<file path="src/rtl/perm_board_gen_if.sv">
// Bus bundle between a board consumer and perm_board_gen: game status, shuffle
// request and seeding in one direction; packed board, busy and done back.
interface perm_board_gen_if #(
   parameter int N = 4,
   parameter int W = 3
);
   logic [1:0]     game_status;
   logic           start;
   logic           seed_load;
   logic [15:0]    seed;
   logic [N*W-1:0] board;
   logic           busy;
   logic           done;

   modport master (
      output game_status, start, seed_load, seed,
      input  board, busy, done
   );

   modport slave (
      input  game_status, start, seed_load, seed,
      output board, busy, done
   );
endinterface

</file>
<file path="src/rtl/perm_board_gen.sv">
// Random board permutation generator: Fisher-Yates shuffle driven by a 16-bit Galois LFSR.
// Optional macro PARITY_FIX_EN adds a one-cycle FIX state that forces an even permutation.
module perm_board_gen #(
   parameter int N = 4,
   parameter int W = 3
) (
   input logic             clk_d,
   input logic             rst,
   perm_board_gen_if.slave bus
);
   localparam logic [15:0] LFSR_INIT      = 16'hACE1;
   localparam logic [15:0] LFSR_MASK      = 16'hB400;
   localparam logic [1:0]  GS_CHOSE_BOARD = 2'b00;
   localparam int          NW             = N * W;

`ifdef PARITY_FIX_EN
   typedef enum logic [1:0] {IDLE = 2'd0, SHUFFLE = 2'd1, FIX = 2'd2, DONE = 2'd3} state_t;
`else
   typedef enum logic [1:0] {IDLE = 2'd0, SHUFFLE = 2'd1, DONE = 2'd3} state_t;
`endif

   function automatic logic [NW-1:0] identity();
      logic [NW-1:0] v;
      v = '0;
      for (int p = 0; p < N; p++) v[(N-1-p)*W +: W] = W'(p);
      return v;
   endfunction

   // Masked draw folded into 0..i; the fold keeps the choice in range without a divider.
   function automatic logic [3:0] swap_partner(input logic [3:0] i, input logic [3:0] r);
      logic [3:0] m;
      logic [3:0] c;
      if (i >= 4'd8)      m = 4'd15;
      else if (i >= 4'd4) m = 4'd7;
      else if (i >= 4'd2) m = 4'd3;
      else                m = 4'd1;
      c = r & m;
      if (c <= i) return c;
      return c - i - 4'd1;
   endfunction

   function automatic logic [NW-1:0] swap_tiles(input logic [NW-1:0] b, input int a, input int c);
      logic [NW-1:0] v;
      v = b;
      v[(N-1-a)*W +: W] = b[(N-1-c)*W +: W];
      v[(N-1-c)*W +: W] = b[(N-1-a)*W +: W];
      return v;
   endfunction

   state_t        state, state_nxt;
   logic [15:0]   lfsr;
   logic [3:0]    idx, idx_nxt, partner;
   logic [NW-1:0] board, board_nxt;
   logic          abort;
`ifdef PARITY_FIX_EN
   logic          parity, parity_nxt;
`endif

   // LFSR free-runs every cycle so seeding never depends on FSM state.
   always_ff @(posedge clk_d) begin
      if (rst)                lfsr <= LFSR_INIT;
      else if (bus.seed_load) lfsr <= (bus.seed == 16'h0000) ? LFSR_INIT : bus.seed;
      else                    lfsr <= {1'b0, lfsr[15:1]} ^ (lfsr[0] ? LFSR_MASK : 16'h0000);
   end

   always_ff @(posedge clk_d) begin
      if (rst) begin
         state  <= IDLE;
         board  <= identity();
         idx    <= '0;
`ifdef PARITY_FIX_EN
         parity <= 1'b0;
`endif
      end else begin
         state  <= state_nxt;
         board  <= board_nxt;
         idx    <= idx_nxt;
`ifdef PARITY_FIX_EN
         parity <= parity_nxt;
`endif
      end
   end

   always_comb begin
      state_nxt  = state;
      board_nxt  = board;
      idx_nxt    = idx;
`ifdef PARITY_FIX_EN
      parity_nxt = parity;
`endif
      abort      = (bus.game_status != GS_CHOSE_BOARD);
      partner    = swap_partner(idx, lfsr[3:0]);
      case (state)
         IDLE: begin
            if (abort) begin
               board_nxt = identity();
            end else if (bus.start) begin
               state_nxt  = SHUFFLE;
               idx_nxt    = 4'(N - 1);
               board_nxt  = identity();
`ifdef PARITY_FIX_EN
               parity_nxt = 1'b0;
`endif
            end
         end
         SHUFFLE: begin
            if (abort) begin
               state_nxt = IDLE;
               board_nxt = identity();
            end else begin
               board_nxt = swap_tiles(board, int'(idx), int'(partner));
               idx_nxt   = idx - 4'd1;
`ifdef PARITY_FIX_EN
               parity_nxt = parity ^ (partner != idx);
               if (idx == 4'd1) state_nxt = FIX;
`else
               if (idx == 4'd1) state_nxt = DONE;
`endif
            end
         end
`ifdef PARITY_FIX_EN
         FIX: begin
            if (abort) begin
               state_nxt = IDLE;
               board_nxt = identity();
            end else begin
               if (parity) board_nxt = swap_tiles(board, 0, 1);
               state_nxt = DONE;
            end
         end
`endif
         DONE:    state_nxt = IDLE;
         default: state_nxt = IDLE;
      endcase
   end

   assign bus.board = board;
   assign bus.done  = (state == DONE);
`ifdef PARITY_FIX_EN
   assign bus.busy  = (state == SHUFFLE) || (state == FIX);
`else
   assign bus.busy  = (state == SHUFFLE);
`endif
endmodule

</file>
<file path="src/flat_wrapper.sv">
// flat-port wrapper written by rule: the top's interface ports become plain ports
module perm_board_gen_flat 
#(
   parameter int N = 4,
   parameter int W = 3
)
  (clk_d, rst, bus_game_status, bus_start, bus_seed_load, bus_seed, bus_board, bus_busy, bus_done);
  perm_board_gen_if #(.N(N), .W(W)) bus_i ();
  input logic clk_d;
  input logic rst;
  input wire logic [$bits(bus_i.game_status)-1:0] bus_game_status;
  input wire logic [$bits(bus_i.start)-1:0] bus_start;
  input wire logic [$bits(bus_i.seed_load)-1:0] bus_seed_load;
  input wire logic [$bits(bus_i.seed)-1:0] bus_seed;
  output wire logic [$bits(bus_i.board)-1:0] bus_board;
  output wire logic [$bits(bus_i.busy)-1:0] bus_busy;
  output wire logic [$bits(bus_i.done)-1:0] bus_done;
  assign bus_i.game_status = bus_game_status;
  assign bus_i.start = bus_start;
  assign bus_i.seed_load = bus_seed_load;
  assign bus_i.seed = bus_seed;
  assign bus_board = bus_i.board;
  assign bus_busy = bus_i.busy;
  assign bus_done = bus_i.done;
  perm_board_gen #(.N(N), .W(W)) u_core (.clk_d(clk_d), .rst(rst), .bus(bus_i));
endmodule
</file>
<file path="config.mk">
export PLATFORM = sky130hd
export DESIGN_NAME = perm_board_gen_flat
export DESIGN_NICKNAME = d
export VERILOG_FILES = /design/src/rtl/perm_board_gen_if.sv /design/src/rtl/perm_board_gen.sv /design/src/flat_wrapper.sv
export SDC_FILE = /design/constraint.sdc
export NUM_CORES = 1
export LEC_CHECK = 0
export CORE_UTILIZATION = 40
export CTS_CLUSTER_SIZE = 40
export DETAILED_ROUTE_END_ITERATION = 10
export PLACE_DENSITY = 0.6
export SYNTH_ARGS = -nofsm -noshare
export SYNTH_HDL_FRONTEND = slang
export SYNTH_SLANG_ARGS = --single-unit
</file>
<file path="constraint.sdc">
create_clock -name clk_d -period 10.8 [get_ports clk_d]
set_input_delay 1.08 -clock clk_d [delete_from_list [all_inputs] [get_ports clk_d]]
set_output_delay 1.08 -clock clk_d [all_outputs]
set_load 0.01 [all_outputs]
</file>
After elaboration in Yosys (flattened, before gate mapping):

Cells that the tools add are included.

* add/subtract/negate cells: 7
* multipliers: 2
* order comparisons: 4
* equality and inequality tests: 8
* shift-type cells: 6
* mux-type cells: 24
* bitwise logic cells: 2
* reductions and logical operators: 7

Operators with widths (number)
* 32-bit negator with 33-bit output: 2
* 3-bit by 33-bit variable shift with 12-bit output, first input constant: 2
* 3-bit by 33-bit indexed part select with 12-bit output: 2
* 32-bit by 3-bit multiplier with 32-bit output, second input constant: 2
* 12-bit by 32-bit indexed part select with 3-bit output: 2
* 16-bit 2-to-1 mux: 3
* 12-bit 2-to-1 mux: 3
* 4-bit 2-to-1 mux: 7
* 12-bit bitwise mux: 2
* 12-bit case mux with 2 select lines: 1
* 16-bit logical NOT: 1
* 15-bit by 16-bit XOR with 16-bit output: 1
* 2-bit 2-to-1 mux: 5
* 2-bit by 4-bit subtractor with 5-bit output, first input constant: 2
* 4-bit case mux with 2 select lines: 1
* 4-bit by 1-bit subtractor with 4-bit output, second input constant: 2
* 2-bit != test, second input constant: 3
* 4-bit AND: 1
* 4-bit by 1-bit == test with 1-bit output, second input constant: 1
* 4-bit by 2-bit greater-or-equal comparator with 1-bit output, second input constant: 1
* 4-bit by 3-bit greater-or-equal comparator with 1-bit output, second input constant: 1
* 4-bit greater-or-equal comparator, second input constant: 1
* 4-bit less-or-equal comparator: 1
* 2-bit case mux with 2 select lines: 1
* 11 further kinds: 12

* flip-flop bits (word level): 34
* bits of input ports: 22
* logic and storage cells: 64

Logic depth before layout (Yosys ltp):

Gate-level depths: netlist of the first run.

* depth after elaboration: 16
* mapped depth: 36
* mapped depth without buffers: 33

Least setup slack after synthesis of the first run:

No wires, ideal clock.

* path type: flip-flop to flip-flop
* start point: register u_core.idx[0]
* end point: register u_core.board[2], in the netlist u_core.bus.board[2]
* setup time: 0.124 ns
* arrival: 7.948 ns
* setup slack: 2.728 ns
* cell stages (with the launch flop): 34
* path buffers: 3
* path through: dfxtp_1 > buf_2 > buf_1 > inv_1 > ha_1 > a21oi_1 > o211ai_1 > o21ai_0 > inv_1 > ha_1 > and2b_1 > o211a_1 > o22ai_1 > mux2i_1 > inv_1 > ha_1 > ha_1 > fa_1 > xnor2_1 > nor2b_1 > and3_1 > clkbuf_1 > nand3_1 > ha_1 > or4_1 > nor3_1 > nand4_1 > or2_2 > nor2_1 > nand3_1 > o211ai_1 > nor3_1 > o21ai_0 > a31oi_1

* longest elaborated chain between the ends: 16
* elaborated cells between the ends (all ways): 29
* classes of those cells: add/sub (6); mul (2); order compare (4); shift (6); mux (10); bitwise (1)

Ends and longest elaborated chain
* start: declaration: line perm_board_gen.sv:52 `logic [3:0] idx, idx_nxt, partner;`
* start signal: assignment: line perm_board_gen.sv:77 `idx <= idx_nxt;`
* parallel branches: the longest is 13 deep, another holds 32-bit negator with 33-bit output
* 12-bit bitwise mux *: line perm_board_gen.sv:46 `v[(N-1-c)*W +: W] = b[(N-1-a)*W +: W];`
* 12-bit 2-to-1 mux *: line perm_board_gen.sv:107 `if (abort) begin`
* 12-bit case mux with 2 select lines *: line perm_board_gen.sv:93 `case (state)`
* end signal: assignment: line perm_board_gen.sv:69 `board <= identity();`
* end signal: assignment: line perm_board_gen.sv:76 `board <= board_nxt;`
* end: declaration: line perm_board_gen.sv:53 `logic [NW-1:0] board, board_nxt;`

Mark *: on every way between the ends. The select of a mux whose other input is x is not followed.
A chain may end at the register's enable or synchronous reset.

Final worst setup path of the first run:

* start point: register u_core.idx[0]
* end point: register u_core.board[9], in the netlist u_core.bus.board[9]

The elaborated chain is that of the path after synthesis.

==> results of run 1 <==
-- report_power, final --
group          switching (mW)  total [mW]  internal, mW
Sequential            0.00339       0.134         0.130
Combinational           0.332       0.507         0.175
Clock                  0.0545       0.146        0.0913
-- metrics by stage --
step	setup WS, ns	std cells
after floorplan	2.73	725
after CTS	1.50	902
after global placement	1.84	894
after detailed placement	1.53	894
after global routing	0.675	902
final	1.34	902
-- sequential cells by signal, summed over array words and instances, names as in the netlist --
name and flops:
u_core.bus.board 12, u_core.idx 4, u_core.lfsr 16, u_core.state 2
-- logic make-up (layout without fill, tap and decap cells) --
kind of cell,after synthesis,after routing
AND/OR/NAND/NOR,316,316
AO/OA/AOI/OAI,205,205
buffers and inverters,71,76
adder cells (fa/ha/maj),49,49
flip-flops,34,34
XOR/XNOR,21,21
multiplexers,29,29
-- final timing paths --
| path | cells past startpoint | from | slack (ns) | endpoint |
|---|---|---|---|---|
| max | 31 | u_core.idx[0] | 1.34 | u_core.bus.board[9] |
| max reg2reg | 31 | u_core.idx[0] | 1.34 | u_core.bus.board[9] |
| min reg2reg | 2 | u_core.lfsr[15] | 0.47 | u_core.lfsr[14] |
| min | 2 | u_core.lfsr[15] | 0.47 | u_core.lfsr[14] |
-- area by class of cell --
| type | count | area share |
|---|---|---|
| clock buffer | 6 | 0.0237 |
| clock inverter | 2 | 0.00214 |
| inverter | 30 | 0.0192 |
| multi-input combinational | 620 | 0.738 |
| sequential | 34 | 0.116 |
| tap | 172 | 0.0367 |
| timing repair buffer | 38 | 0.0637 |
-- cells in the final DEF (no fill, tap or decap), types with 5 or more instances in the layout --
cell,count
nor2_1,70
nand2_1,65
ha_1,45
nand3_1,39
o21ai_0,35
a21oi_1,35
clkdlybuf4s50_1,35
dfxtp_1,34
inv_1,29
nand2b_1,20
mux2i_1,19
o22ai_1,17
nor3_1,17
a31oi_1,16
nor4_1,13
xnor2_1,12
nand4_1,12
and3_1,11
o211ai_1,11
a22oi_1,8
xor2_1,8
and2_1,7
nor3b_1,7
a211oi_1,7
nand3b_1,7
nor2b_1,6
a21boi_0,6
a21o_1,5
a21o_2,5
mux2_2,5
nand4b_1,5
o32ai_1,5
or3_1,5
clkbuf_16,5
-- metal layers --
layer | track usage | share of wire
met2 | 0.403 | 0.45
met5 | 0 | 0
met1 | 0.341 | 0.45
met3 | 0.0368 | 0.079
met4 | 0.0849 | 0.028
-- critical path, delay by kind of cell (launching register included) --
family	cells	cell delay, ns
AO/OA/AOI/OAI	8	1.71
adder cells (fa/ha/maj)	7	2.46
buffers and inverters	6	1.28
flip-flops	1	0.31
multiplexers	1	0.91
AND/OR/NAND/NOR	9	2.70
==> key figures, run 1 <==
Final layout
  – Fin nets: 800
  – Layout fillers: 1,319
  – Share of layout cells above drive strength 1: 0.0767
  – Area of the multi-input gates: 4320 um^2
  – Register area: 681 um^2
  – Number of diodes: 0
  – Design area: 5860 um^2
  – P&R area growth vs syn: 9.01%
  – Utilization after layout: 0.455

Flow run
  – Max-cap violations: 0

Placement
  – DP Wirelength: 13.7 mm
  – Placed cell area: 5710 um^2
  – Placer Congestion: 1.04
  – Number of I/O port buffers: 35

Yosys
  – Area contributors post-synth: dfxtp_1 (13%), ha_1 (10%), nor2_1 (4.9%), nand2_1 (4.5%), nand3_1 (3.6%)
  – Sequential share of the synthesized area: 0.127
  – Synth Area in Adders: 0.120
  – #FFs+latches synth: 34
  – Synthesized instance count: 725
  – Synth Area in XOR/XNOR: 0.0356
  – Synthesized Nets: 796
  – FFs w/ async S/R, synth: 0
  – Syn avg cell area: 7.41 um^2
  – Mux share of post-synthesis cell area: 0.0647
  – Netlist cell types: 88
  – Synth Warn #: 0
  – Commonest cells in the netlist: nor2_1 (70), nand2_1 (65), ha_1 (45)
  – Simple logic cell fraction of the synthesized area: 0.315
  – EDFF count, synth: 0
  – Combinational family with the most area after synthesis: simple AND/OR/NAND/NOR gates
  – Yosys top cell by area: dfxtp_1
  – Mapped cell area: 5370 um^2
  – Most frequent cell after synthesis: nor2_1
  – Share of the synthesized area in the top cell type: 0.127
  – Post-synthesis compound-gate area fraction: 0.269
  – Ys flop type: dfxtp_1

Global route
  – Antenna violations before repair: 0
  – Largest net degree at the start of global routing: 36
  – Global-route wire length before repair: 28.5 mm
  – Vias in the first global route: 5,453
  – GRT Residual Overflow: 0
  – Gr usage total: 0.251

Die
  – Die Height: 118 um
  – Cell Rows: 41
  – Starting Density: 0.417
  – I/O pin count: 36
  – Die Wd: 118 um
  – Core region area: 12,900 um^2
  – Die ar.: 13,900 um^2

Worst setup path
  – Worst path arrival time: 9.65 ns
  – CP max FO: 30
  – Data required, critical path: 10.99 ns
  – Crit-path max cell delay: 0.91 ns
  – CP most frequent cell: ha_1
  – CP Class: reg2reg
  – Worst setup EP type: flip-flop
  – CP max-delay cell: mux2i_1
  – Critical path startpoint category: flip-flop

Timing
  – F_max: 106 MHz
  – Layout Skew: 0.0111 ns
  – Worst hold margin: 0.468 ns
  – Fin crit period: 9.46 ns
  – Slew of the pin with the lowest slew margin: 1.04 ns
  – RSZ-0062 raised after global routing: false
  – Final count of hold timing violations: 0
  – Setup TNS: 0 ns
  – Slew HR: 0.287
  – Final period utilization: 0.876
  – Setup-failing EPs final: 0
  – Fin. max-slew vios: 0

Drt
  – Routed Wire Length: 17.7 mm
  – Router iterations before antenna repair: 6
  – Via density: 6.46
  – Detailed-route wire length per cell: 19.6 um
  – 1st-iter DRT viols: 665
  – Antenna Nets Post-Route: 0
  – Vias post-DR: 5,824
  – Post-route DRC violation count: 0

Clocking
  – H-tree depth: 2
  – Clk root buf: clkbuf_16
  – CTS buffer count: 5
  – CTS tree: yes
  – CTS sink count: 34
  – Cts hold-fix bufs: 0
  – Post-cts sizing count: 0
  – CTS clk-pin slew, worst paths: 0.06 ns
  – Worst skew pair latency: 0.28 ns
  – Setup Fix Bufs, Post-CTS: 0
  – Max clock buf depth: 2

Run status
  – Outcome: complete, no violations

Hold path
  – Worst Hold Class: reg2reg

Power
  – Tot Pwr: 0.787 mW
  – Pwr Density: 134 nW/um^2
  – Leak pwr: 2.20 nW
  – Maximum VDD drop: 0.0939 mV
Power figures use the tool's default switching activity.
==> run 2: changes to the inputs <==
CORE_UTILIZATION = 51   (was 40)
HOLD_SLACK_MARGIN = 0.15   (was not set)
PLACE_DENSITY = 0.72   (was 0.6)
SETUP_SLACK_MARGIN = 0.1   (was not set)
==> key figures, run 2 (synthesis gave the netlist of run 1 again) <==
Power
  – Tot Pwr: 0.748 mW (-5.0%)
  – Pwr Density: 130 nW/um^2 (-3.5%)
  – Leak pwr: 2.19 nW (-0.73%)
  – Maximum VDD drop: 0.0617 mV (-34%)

Hold path
  – Worst min-delay path startpoint: u_core.lfsr[8]
  – WHS Endpoint: u_core.lfsr[7]
  – Hold path depth: 2 (unchanged)
  – Worst Hold Class: reg2reg

Global route
  – Largest net degree at the start of global routing: 36 (unchanged)
  – Antenna violations before repair: 0 (unchanged)
  – Global-route wire length before repair: 28.4 mm (-0.22%)
  – Gr usage total: 0.322 (+0.0707)
  – GRT Residual Overflow: 0 (unchanged)
  – Vias in the first global route: 5,438 (-0.28%)

Worst setup path
  – Crit-path max cell delay: 0.79 ns (-0.12 ns)
  – Worst path arrival time: 8.53 ns (-1.12 ns)
  – R2R Setup Slk: 2.45 ns (+1.11 ns)
  – Critical path buffer and inverter count: 6 (unchanged)
  – Worst Reg-to-Reg Cells: 32 (+3.2%)
  – Critical path startpoint category: flip-flop
  – Crit-path leading delay family: simple AND/OR/NAND/NOR gates
  – CP max-delay cell: fa_1
  – Reg-to-reg startpoint: u_core.idx[2]
  – CP Class: reg2reg
  – R2R Path End: u_core.bus.board[2]
  – Worst setup EP type: flip-flop
  – CP max FO: 23 (-23%)
  – Data required, critical path: 10.97 ns (-0.02 ns)
  – CP most frequent cell: ha_1

Timing
  – Final period utilization: 0.773 (-0.102)
  – Setup TNS: 0 ns (unchanged)
  – Post-layout worst setup margin: 2.45 ns (+1.11 ns)
  – Fin crit period: 8.35 ns (-1.11 ns)
  – Final count of hold timing violations: 0 (unchanged)
  – F_max: 120 MHz (+13%)
  – Setup-failing EPs final: 0 (unchanged)
  – RSZ-0062 raised after global routing: false
  – Slew of the pin with the lowest slew margin: 1.00 ns (-0.0389 ns)
  – Layout Skew: 0.00446 ns (-0.00665 ns)
  – Slew HR: 0.329 (+0.0418)
  – Fin. max-slew vios: 0 (unchanged)

Final layout
  – Non-Filler Instances: 868 (-3.8%)
  – Most common cell after layout, fill and taps aside: nor2_1
  – Utilization after layout: 0.561 (+0.107)
  – Share of layout cells above drive strength 1: 0.0792 (+0.00252)
  – Biggest registers after layout: u_core.lfsr x16, u_core.bus.board x12, u_core.idx x4
  – Number of diodes: 0 (unchanged)
  – Most frequent cells in the layout: nor2_1 (70), nand2_1 (65), ha_1 (45), nand3_1 (39)
  – Layout fillers: 1,032 (-22%)
  – Max reg flops: 16 (unchanged)
  – P&R area growth vs syn: 7.41%
  – Fin nets: 802 (+0.25%)
  – Reg with most FFs: u_core.lfsr

Die
  – Starting Density: 0.523 (+0.106)
  – Die Height: 105 um (-11%)
  – Cell Rows: 37 (-9.8%)
  – Die ar.: 10,900 um^2 (-21%)
  – I/O pin count: 36 (unchanged)
  – Die Wd: 105 um (-11%)
  – Core region area: 10,300 um^2 (-20%)

Placement
  – Placed Instances: 860 (-3.8%)
  – Number of I/O port buffers: 35 (unchanged)
  – DP Wirelength: 13.3 mm (-2.5%)
  – Placer Congestion: 0.991 (-4.8%)
  – Pre-CTS WS: 2.56 ns (+1.03 ns)

Clocking
  – Setup Fix Bufs, Post-CTS: 0 (unchanged)
  – CTS tree: yes
  – CTS buffer count: 5 (unchanged)
  – CTS sink count: 34 (unchanged)
  – H-tree depth: 2 (unchanged)
  – Clk root buf: clkbuf_8
  – Post-cts sizing count: 0 (unchanged)
  – Max clock buf depth: 2 (unchanged)
  – Cts hold-fix bufs: 0 (unchanged)
  – Worst skew pair latency: 0.30 ns (+0.02 ns)
  – CTS clk-pin slew, worst paths: 0.08 ns (+0.02 ns)

Drt
  – Router iterations before antenna repair: 5 (-1)
  – 1st-iter DRT viols: 583 (-12%)
  – Via density: 6.71 (+4.0%)
  – Post-route DRC violation count: 0 (unchanged)
  – Antenna Nets Post-Route: 0 (unchanged)
  – Detailed-route wire length per cell: 20.2 um (+3.0%)
  – Vias post-DR: 5,828 (+0.069%)
  – Routed Wire Length: 17.5 mm (-0.92%)

Flow run
  – Max-cap violations: 0 (unchanged)

Run status
  – Outcome: complete, no violations
## run 2: layout make-up
type	count	area (um^2)	share of cell area
clock buffers	6	82.6	0.0143
multi-input cells	620	4320	0.749
flip-flops and latches	34	681	0.118
well taps	136	170	0.0295
repair buffers	40	388	0.0672
clock inverters	2	12.5	0.00217
inverters	30	113	0.0195
## run 2: stage by stage
| stage | cell area [um^2] | hold WS, ns |
|---|---|---|
| finish | 5770 | 0.469 |
| global route | 5770 | 0.483 |
| CTS | 5770 | 0.473 |
| detailed placement | 5680 | 0.454 |
| global placement | 5680 | 0.437 |
| floorplan | 5370 | 0.433 |
## run 2: layer usage
metal	global-route usage	wire [um]
met4	0.107	516
met2	0.523	7910
met5	0	0
met1	0.436	7590
met3	0.0455	1510
## run 2: how the worst max path moves through the flow
stage	start	end	slack, ns	cells past startpoint
after detailed placement	u_core.idx[2]	u_core.bus.board[2]	2.56	32
final	u_core.idx[2]	u_core.bus.board[2]	2.45	32
after CTS	u_core.idx[2]	u_core.bus.board[2]	2.52	32
after global routing	u_core.idx[2]	u_core.bus.board[2]	1.76	32
after global placement	u_core.idx[2]	u_core.bus.board[10]	2.86	32
after floorplan	u_core.idx[0]	u_core.bus.board[2]	2.73	33
## run 2: power by group
| group | leakage, nW | switching [mW] | total, mW | internal, mW |
|---|---|---|---|---|
| logic | 1.86 | 0.333 | 0.510 | 0.177 |
| clock network | 0.0472 | 0.0532 | 0.104 | 0.0513 |
| registers | 0.279 | 0.00342 | 0.134 | 0.130 |
| total | 2.19 | 0.389 | 0.748 | 0.358 |
## run 2: worst min-delay path: stages (launching register included)
cell and delay, ns:
dfxtp_1 0.31, o22ai_1 0.07, nand2b_1 0.06
==> run 3: changes to the inputs <==
PLACE_DENSITY = 0.75   (was 0.72)
clock period = 7.1 ns   (was 10.8 ns; I/O delays follow)
==> key figures, run 3 (synthesis gave the netlist of run 1 again) <==
Final layout
  – Most frequent cells in the layout: nor2_1 (67), nand2_1 (64), ha_1 (43), nand3_1 (38), clkdlybuf4s50_1 (35)
  – Reg with most FFs: u_core.lfsr
  – Most common cell after layout, fill and taps aside: nor2_1
  – Max reg flops: 16 (unchanged)
  – Biggest registers after layout: u_core.lfsr x16, u_core.bus.board x12, u_core.idx x4
  – Share of layout cells above drive strength 1: 0.138 (+0.0585)
  – Layout fillers: 965 (-6.5%)
  – Fin nets: 818 (+2.0%)
  – Number of diodes: 0 (unchanged)
  – P&R area growth vs syn: 12.7%

Timing
  – Setup-failing EPs final: 0 (unchanged)
  – Setup TNS: 0 ns (unchanged)
  – Fin crit period: 6.68 ns (-1.67 ns)
  – Layout Skew: 0.00754 ns (+0.00308 ns)
  – Fin. max-slew vios: 0 (unchanged)
  – Slew HR: 0.330 (+0.00103)
  – RSZ-0062 raised after global routing: false
  – Slew of the pin with the lowest slew margin: 1.00 ns (+0.00364 ns)
  – F_max: 150 MHz (+25%)
  – Final count of hold timing violations: 0 (unchanged)
  – Final period utilization: 0.941 (+0.168)

Power
  – Leak pwr: 2.28 nW (+4.4%)
  – Maximum VDD drop: 0.139 mV (+120%)
  – Pwr Density: 203 nW/um^2 (+57%)
  – Tot Pwr: 1.23 mW (+64%)

Global route
  – GRT Residual Overflow: 0 (unchanged)
  – Largest net degree at the start of global routing: 36 (unchanged)
  – Vias in the first global route: 5,486 (+0.88%)
  – Global-route wire length before repair: 27.5 mm (-3.4%)
  – Antenna violations before repair: 0 (unchanged)
  – Gr usage total: 0.304 (-0.0184)

Die
  – Cell Rows: 37 (unchanged)
  – Die Wd: 105 um (unchanged)
  – Die Height: 105 um (unchanged)
  – Die ar.: 10,900 um^2 (unchanged)
  – Starting Density: 0.523 (unchanged)
  – Core region area: 10,300 um^2 (unchanged)
  – I/O pin count: 36 (unchanged)

Clocking
  – CTS buffer count: 5 (unchanged)
  – Max clock buf depth: 2 (unchanged)
  – CTS sink count: 34 (unchanged)
  – H-tree depth: 2 (unchanged)
  – CTS clk-pin slew, worst paths: 0.08 ns (about the same)
  – CTS tree: yes
  – Clk root buf: clkbuf_8
  – Worst skew pair latency: 0.30 ns (about the same)

Worst setup path
  – Critical path startpoint category: flip-flop
  – CP max-delay cell: or4_1
  – CP max FO: 10 (-57%)
  – CP Class: reg2reg
  – Worst path arrival time: 6.91 ns (-1.62 ns)
  – Worst setup EP type: flip-flop
  – Crit-path max cell delay: 0.55 ns (-0.24 ns)
  – CP most frequent cell: ha_1
  – Data required, critical path: 7.33 ns (-3.64 ns)

Placement
  – DP Wirelength: 12.8 mm (-3.7%)
  – Placer Congestion: 0.977 (-1.4%)
  – Number of I/O port buffers: 35 (unchanged)

Drt
  – Post-route DRC violation count: 0 (unchanged)
  – Routed Wire Length: 16.8 mm (-4.1%)
  – Vias post-DR: 5,899 (+1.2%)
  – Antenna Nets Post-Route: 0 (unchanged)
  – 1st-iter DRT viols: 588 (+0.86%)
  – Via density: 6.67 (-0.61%)
  – Router iterations before antenna repair: 6 (+1)
  – Detailed-route wire length per cell: 19.0 um (-5.8%)

Hold path
  – Worst Hold Class: reg2reg

Run status
  – Outcome: complete, no violations

Flow run
  – Max-cap violations: 0 (unchanged)
run 3: cell types whose count changed in the layout (fill, tap and decap cells not counted), sizes merged:
cell and change:
buf +16, bufinv +1, clkbuf -1, clkinv -1, clkinvlp +2, inv -1
run 3: repair_timing:
action | in CTS | in global routing
hold buffers | 0 | 0
resized for setup | 3 | 22
setup buffers | 0 | 4
pin swaps | 0 | 9
endpoints found under the setup margin | 6 | 12
run 3: cell type report:
cell class	instances	area (um^2)	area share
repair buffers	56	508	0.0839
clock buffers	5	68.8	0.0114
inverters	30	119	0.0196
well taps	136	170	0.0281
clock inverters	3	45.0	0.00744
multi-input cells	620	4460	0.736
flip-flops and latches	34	686	0.113
run 3: through the flow:
step | instances | hold slack [ns] | setup WS [ns] | util | area [um^2]
global route | 884 | 0.518 | 0.0529 | 0.589 | 6060
finish | 884 | 0.476 | 0.420 | 0.589 | 6060
CTS | 880 | 0.481 | 0.139 | 0.579 | 5960
floorplan | 725 | 0.433 | 0.135 | - | 5460
detailed placement | 872 | 0.453 | -0.0139 | 0.568 | 5830
global placement | 872 | 0.445 | 0.194 | 0.568 | 5830
run 3: where the power goes:
| part | total, mW | switching [mW] | internal, mW |
|---|---|---|---|
| Sequential | 0.203 | 0.00533 | 0.198 |
| Clock | 0.186 | 0.0815 | 0.104 |
| Combinational | 0.840 | 0.526 | 0.314 |
| Total | 1.23 | 0.613 | 0.616 |
run 3: worst max-delay path, delay by kind of cell (launching register included):
family / cells / cell delay (ns)
buf+inv: 5 / 0.53
compound gates: 9 / 1.54
flops: 1 / 0.38
mux: 1 / 0.31
fa+ha+maj: 6 / 1.88
simple gates: 9 / 1.96
run 3: worst paths after layout:
check / startpoint / slack, ns / depth (start not counted) / to
setup / recovery: u_core.idx[1] / 0.42 / 30 / u_core.bus.board[6]
hold / removal: u_core.lfsr[10] / 0.48 / 2 / u_core.lfsr[9]
setup reg to reg: u_core.idx[1] / 0.42 / 30 / u_core.bus.board[6]
hold reg to reg: u_core.lfsr[10] / 0.48 / 2 / u_core.lfsr[9]
run 3: routing by layer:
layer / vias up / routed length, um / part of all wire / GRT usage
met2: 311 / 7430 / 0.44 / 0.494
met3: 43 / 1490 / 0.089 / 0.0399
met5: - / 0 / 0 / 0
met1: 2759 / 7290 / 0.43 / 0.411
li1: 2786 / - / - / -
met4: 0 / 588 / 0.035 / 0.104
==> edit 1: new RTL, flow settings as in run 1 <==
The option `PARITY_FIX_EN` is turned on by a define.
--- a/src/rtl/perm_board_gen.sv
+++ b/src/rtl/perm_board_gen.sv
@@ -2,2 +2,4 @@
 // Optional macro PARITY_FIX_EN adds a one-cycle FIX state that forces an even permutation.
+`define PARITY_FIX_EN
+
 module perm_board_gen #(
Function: changed (a bounded check fails within 10 cycles, from zero or initial values and one cycle with rst high).
==> edit 1 against run 1 <==
- sequential cell count grew 1
- global-route usage up 2.3 points
- largest power group unchanged
- total power is 32% higher
- wire length is 8.6% higher
- count of clock-buffer cells in the layout fell by 1
- final area grew 0.38%
- area after synthesis rose by 0.21%
- synthesized cell count grew 0.97%
- worst setup slack improved by 240 ps
- non-clock buffer count increased by 1
- combinational power grew 46%
- largest cell class unchanged
==> edit 1: results <==
{
  "fillCellCount": 1364,
  "use_met1_pct": 36.1,
  "ff2ff_path_depth": 27,
  "dp.final_hpwl_um": 14500,
  "synth_area_per_cell_um2": 7.36,
  "initialDrtViolationCount": 529,
  "cp_max_fo": 19,
  "h-tree-depth": 2,
  "wl_um": 19200,
  "yosys-top-cells-area": "dfxtp_1 (13%), ha_1 (11%), nand2_1 (5.3%), nor2_1 (4.5%), mux2i_1 (4.3%)",
  "drtPass1Iterations": 5,
  "hold_path_end": "u_core.lfsr[6]",
  "yosysSeqAreaShare_pct": 13.0,
  "place.gp.congestion": 0.963,
  "crit_arrival_ps": 9450,
  "p_int_uw": 460,
  "relSlewSlack_pct": 37.7,
  "clock_skew_ps": 6.23,
  "worstHoldStart": "u_core.lfsr[7]",
  "peakVddDrop_v": 0.000110,
  "drive_above_1_share_pct": 5.91,
  "timing.rr.end": "u_core.bus.board[8]",
  "power_leakage_nw": 2.09,
  "status": "complete, no violations",
  "synth_fp_nets": 806,
  "clk_latency_ps": 300,
  "cp-startpoint": "u_core.idx[2]",
  "grt_pass1_wl_um": 30400,
  "track_usage_pct": 27.4,
  "grt_max_degree": 40,
  "layout.nets": 801,
  "grt_use_met3_pct": 3.39,
  "synth_cell_types": 91,
  "fin_cells": 904,
  "timing.hold.ws_ps": 460
}
## edit 1: power groups by stage
stage                     sequential (mW)  clock, mW  combinational (mW)
after CTS                           0.145      0.155               0.717
after global routing                0.146      0.161               0.789
after global placement              0.148          0               0.712
final                               0.146      0.153               0.738
after detailed placement            0.148          0               0.714
after floorplan                     0.144          0               0.535
## edit 1: how the worst max path moves through the flow
stage,slack [ps],depth (start not counted),to
after CTS,1740,27,u_core.bus.board[2]
after global placement,2160,27,u_core.bus.board[2]
after floorplan,3740,32,u_core.bus.board[2]
after global routing,820,27,u_core.bus.board[8]
after detailed placement,1770,27,u_core.bus.board[2]
final,1580,27,u_core.bus.board[8]
## edit 1: area by class of cell
| class | instances | area share, % |
|---|---|---|
| multi-input combinational | 612 | 73.2 |
| sequential | 35 | 11.9 |
| timing repair buffer | 39 | 6.47 |
| tap | 176 | 3.75 |
| inverter | 34 | 2.17 |
| clock buffer | 5 | 2.13 |
| clock inverter | 3 | 0.404 |
## edit 1: cell families (layout without fill, tap and decap cells)
| kind of cell | Yosys count | after routing | synth area share, % |
|---|---|---|---|
| and+or+nand+nor | 316 | 316 | 30.5 |
| adders and majority gates | 52 | 52 | 12.5 |
| DFF | 35 | 35 | 13.0 |
| AOI/OAI and AO/OA | 191 | 191 | 26.1 |
| buffers and inverters | 85 | 81 | 7.09 |
| muxes | 31 | 31 | 7.20 |
| xor gates and xnor gates | 22 | 22 | 3.58 |
## edit 1: stage by stage
| stage | instance area (um2) | util, % | worst slack, ps |
|---|---|---|---|
| finish | 5880 | 44.6 | 1580 |
| global route | 5880 | 44.6 | 819 |
| CTS | 5880 | 44.6 | 1740 |
| detailed placement | 5730 | 43.4 | 1770 |
| global placement | 5730 | 43.4 | 2160 |
| floorplan | 5380 | - | 3740 |
## edit 1: metal layers
metal	part of all wire (%)	vias up
met5	0	-
met4	3.6	0
met3	7.4	52
met2	47	302
met1	42	2808
li1	-	2738
## edit 1: critical path: stages, from the launching register on
cell and delay (ps):
dfxtp_1 800, clkinv_1 590, ha_1 640, nand4_1 210
nand2_1 120, inv_1 70, ha_1 240, and2b_1 230
o211ai_1 360, a221o_1 280, and2_1 490, inv_1 280
ha_1 360, ha_1 170, inv_1 60, fa_1 950
clkinv_1 440, nor2_1 450, nand3_1 140, ha_1 330
nor4_1 280, nand4b_1 150, or4_4 510, nor3_1 440
a211oi_1 100, a211oi_1 240, o31ai_1 100, o22ai_1 140
==> edit 2: new RTL, flow settings as in run 1 <==
Made on the original files. Encoding of `state_t`: now one-hot (3 bits for 3 states).
--- a/src/rtl/perm_board_gen.sv
+++ b/src/rtl/perm_board_gen.sv
@@ -18,3 +18,3 @@
 `else
-   typedef enum logic [1:0] {IDLE = 2'd0, SHUFFLE = 2'd1, DONE = 2'd3} state_t;
+   typedef enum logic [2:0] {IDLE = 3'b001, SHUFFLE = 3'b010, DONE = 3'b100} state_t;
 `endif
Function: same outputs for any inputs over 10 cycles, from zero or initial values and one cycle with rst high; not proved beyond that.
==> edit 2 against run 1 <==
- area after synthesis is 1.1% lower
- total power is 1.4% lower
- wire length is 2.1% higher
- utilization is 1.2 points higher
- maximum frequency is 4.7% higher
- final area is 1.8% higher
- combinational power is 7.5% lower
- worst setup slack better by 430 ps
- count of clock-buffer cells in the layout is 1 lower
- sequential cell count is 1 higher
- clock skew is 3.3 ps lower
- highest routed layer unchanged
==> edit 2: results <==
{
  "worstMarginPinSlew_ps": 1020,
  "synth_area_per_cell_um2": 7.19,
  "num_vias": 5885,
  "sw_frac_of_total_pct": 48.0,
  "use_met1_pct": 36.3,
  "initialDrtViolationCount": 628,
  "drtPass1Iterations": 5,
  "grt_max_degree": 33,
  "peakVddDrop_v": 0.0000653,
  "placed_cell_area_um2": 5790,
  "layout.nets": 821,
  "seqPwrFrac_pct": 17.6,
  "power_leakage_nw": 2.25,
  "p_clk_uw": 170,
  "via_per_inst": 6.38,
  "clkPwrFrac_pct": 21.9,
  "crit_arrival_ps": 9200,
  "drive_above_1_share_pct": 7.46,
  "status": "complete, no violations",
  "synth_fp_nets": 810,
  "dp_cells": 915,
  "grt_pass1_vias": 5538,
  "dp.final_hpwl_um": 13700,
  "clock_skew_ps": 7.77,
  "fmax_ghz": 0.111,
  "grt_util_met2_pct": 44.1,
  "cp_max_fo": 32,
  "wl_um": 18100,
  "wl_met3_um": 1120,
  "slowest_delay_ps": 700,
  "track_usage_pct": 26.9,
  "grt_use_met3_pct": 4.43,
  "crit_path_top_delay_cell": "fa_1",
  "synth_cell_types": 79,
  "grt_pass1_wl_um": 28700,
  "place.gp.congestion": 0.921,
  "route.met2.wl_um": 8260,
  "timing.hold.ws_ps": 459,
  "yosys-top-cells-area": "dfxtp_1 (13%), ha_1 (11%), nand2_1 (5.4%), nor2_1 (4.9%), o21ai_0 (4.0%)",
  "yosysSeqAreaShare_pct": 13.2
}
==> edit 2: cell type report <==
cell class	instances	area, um2
Fill cell	1292	6810
Multi-Input combinational cell	634	4340
Sequential cell	35	701
Timing Repair Buffer	44	418
Tap cell	172	215
Clock buffer	5	125
Inverter	30	113
Clock inverter	3	47.5
==> edit 2: cells by family (layout without fill, tap and decap cells) <==
family	Yosys count	count (layout)	synth area share, %
adder cells (fa/ha/maj)	49	49	12.1
flip-flops	35	35	13.2
buffers and inverters	70	82	5.08
multiplexers	32	32	7.18
AO/OA/AOI/OAI	202	202	26.0
AND/OR/NAND/NOR	324	324	31.8
XOR/XNOR	27	27	4.73
==> edit 2: worst paths after layout <==
kind	startpoint	end	depth (start not counted)
max	u_core.idx[0]	u_core.bus.board[11]	32
min	u_core.lfsr[7]	u_core.lfsr[6]	2
max reg2reg	u_core.idx[0]	u_core.bus.board[11]	32
min reg2reg	u_core.lfsr[7]	u_core.lfsr[6]	2
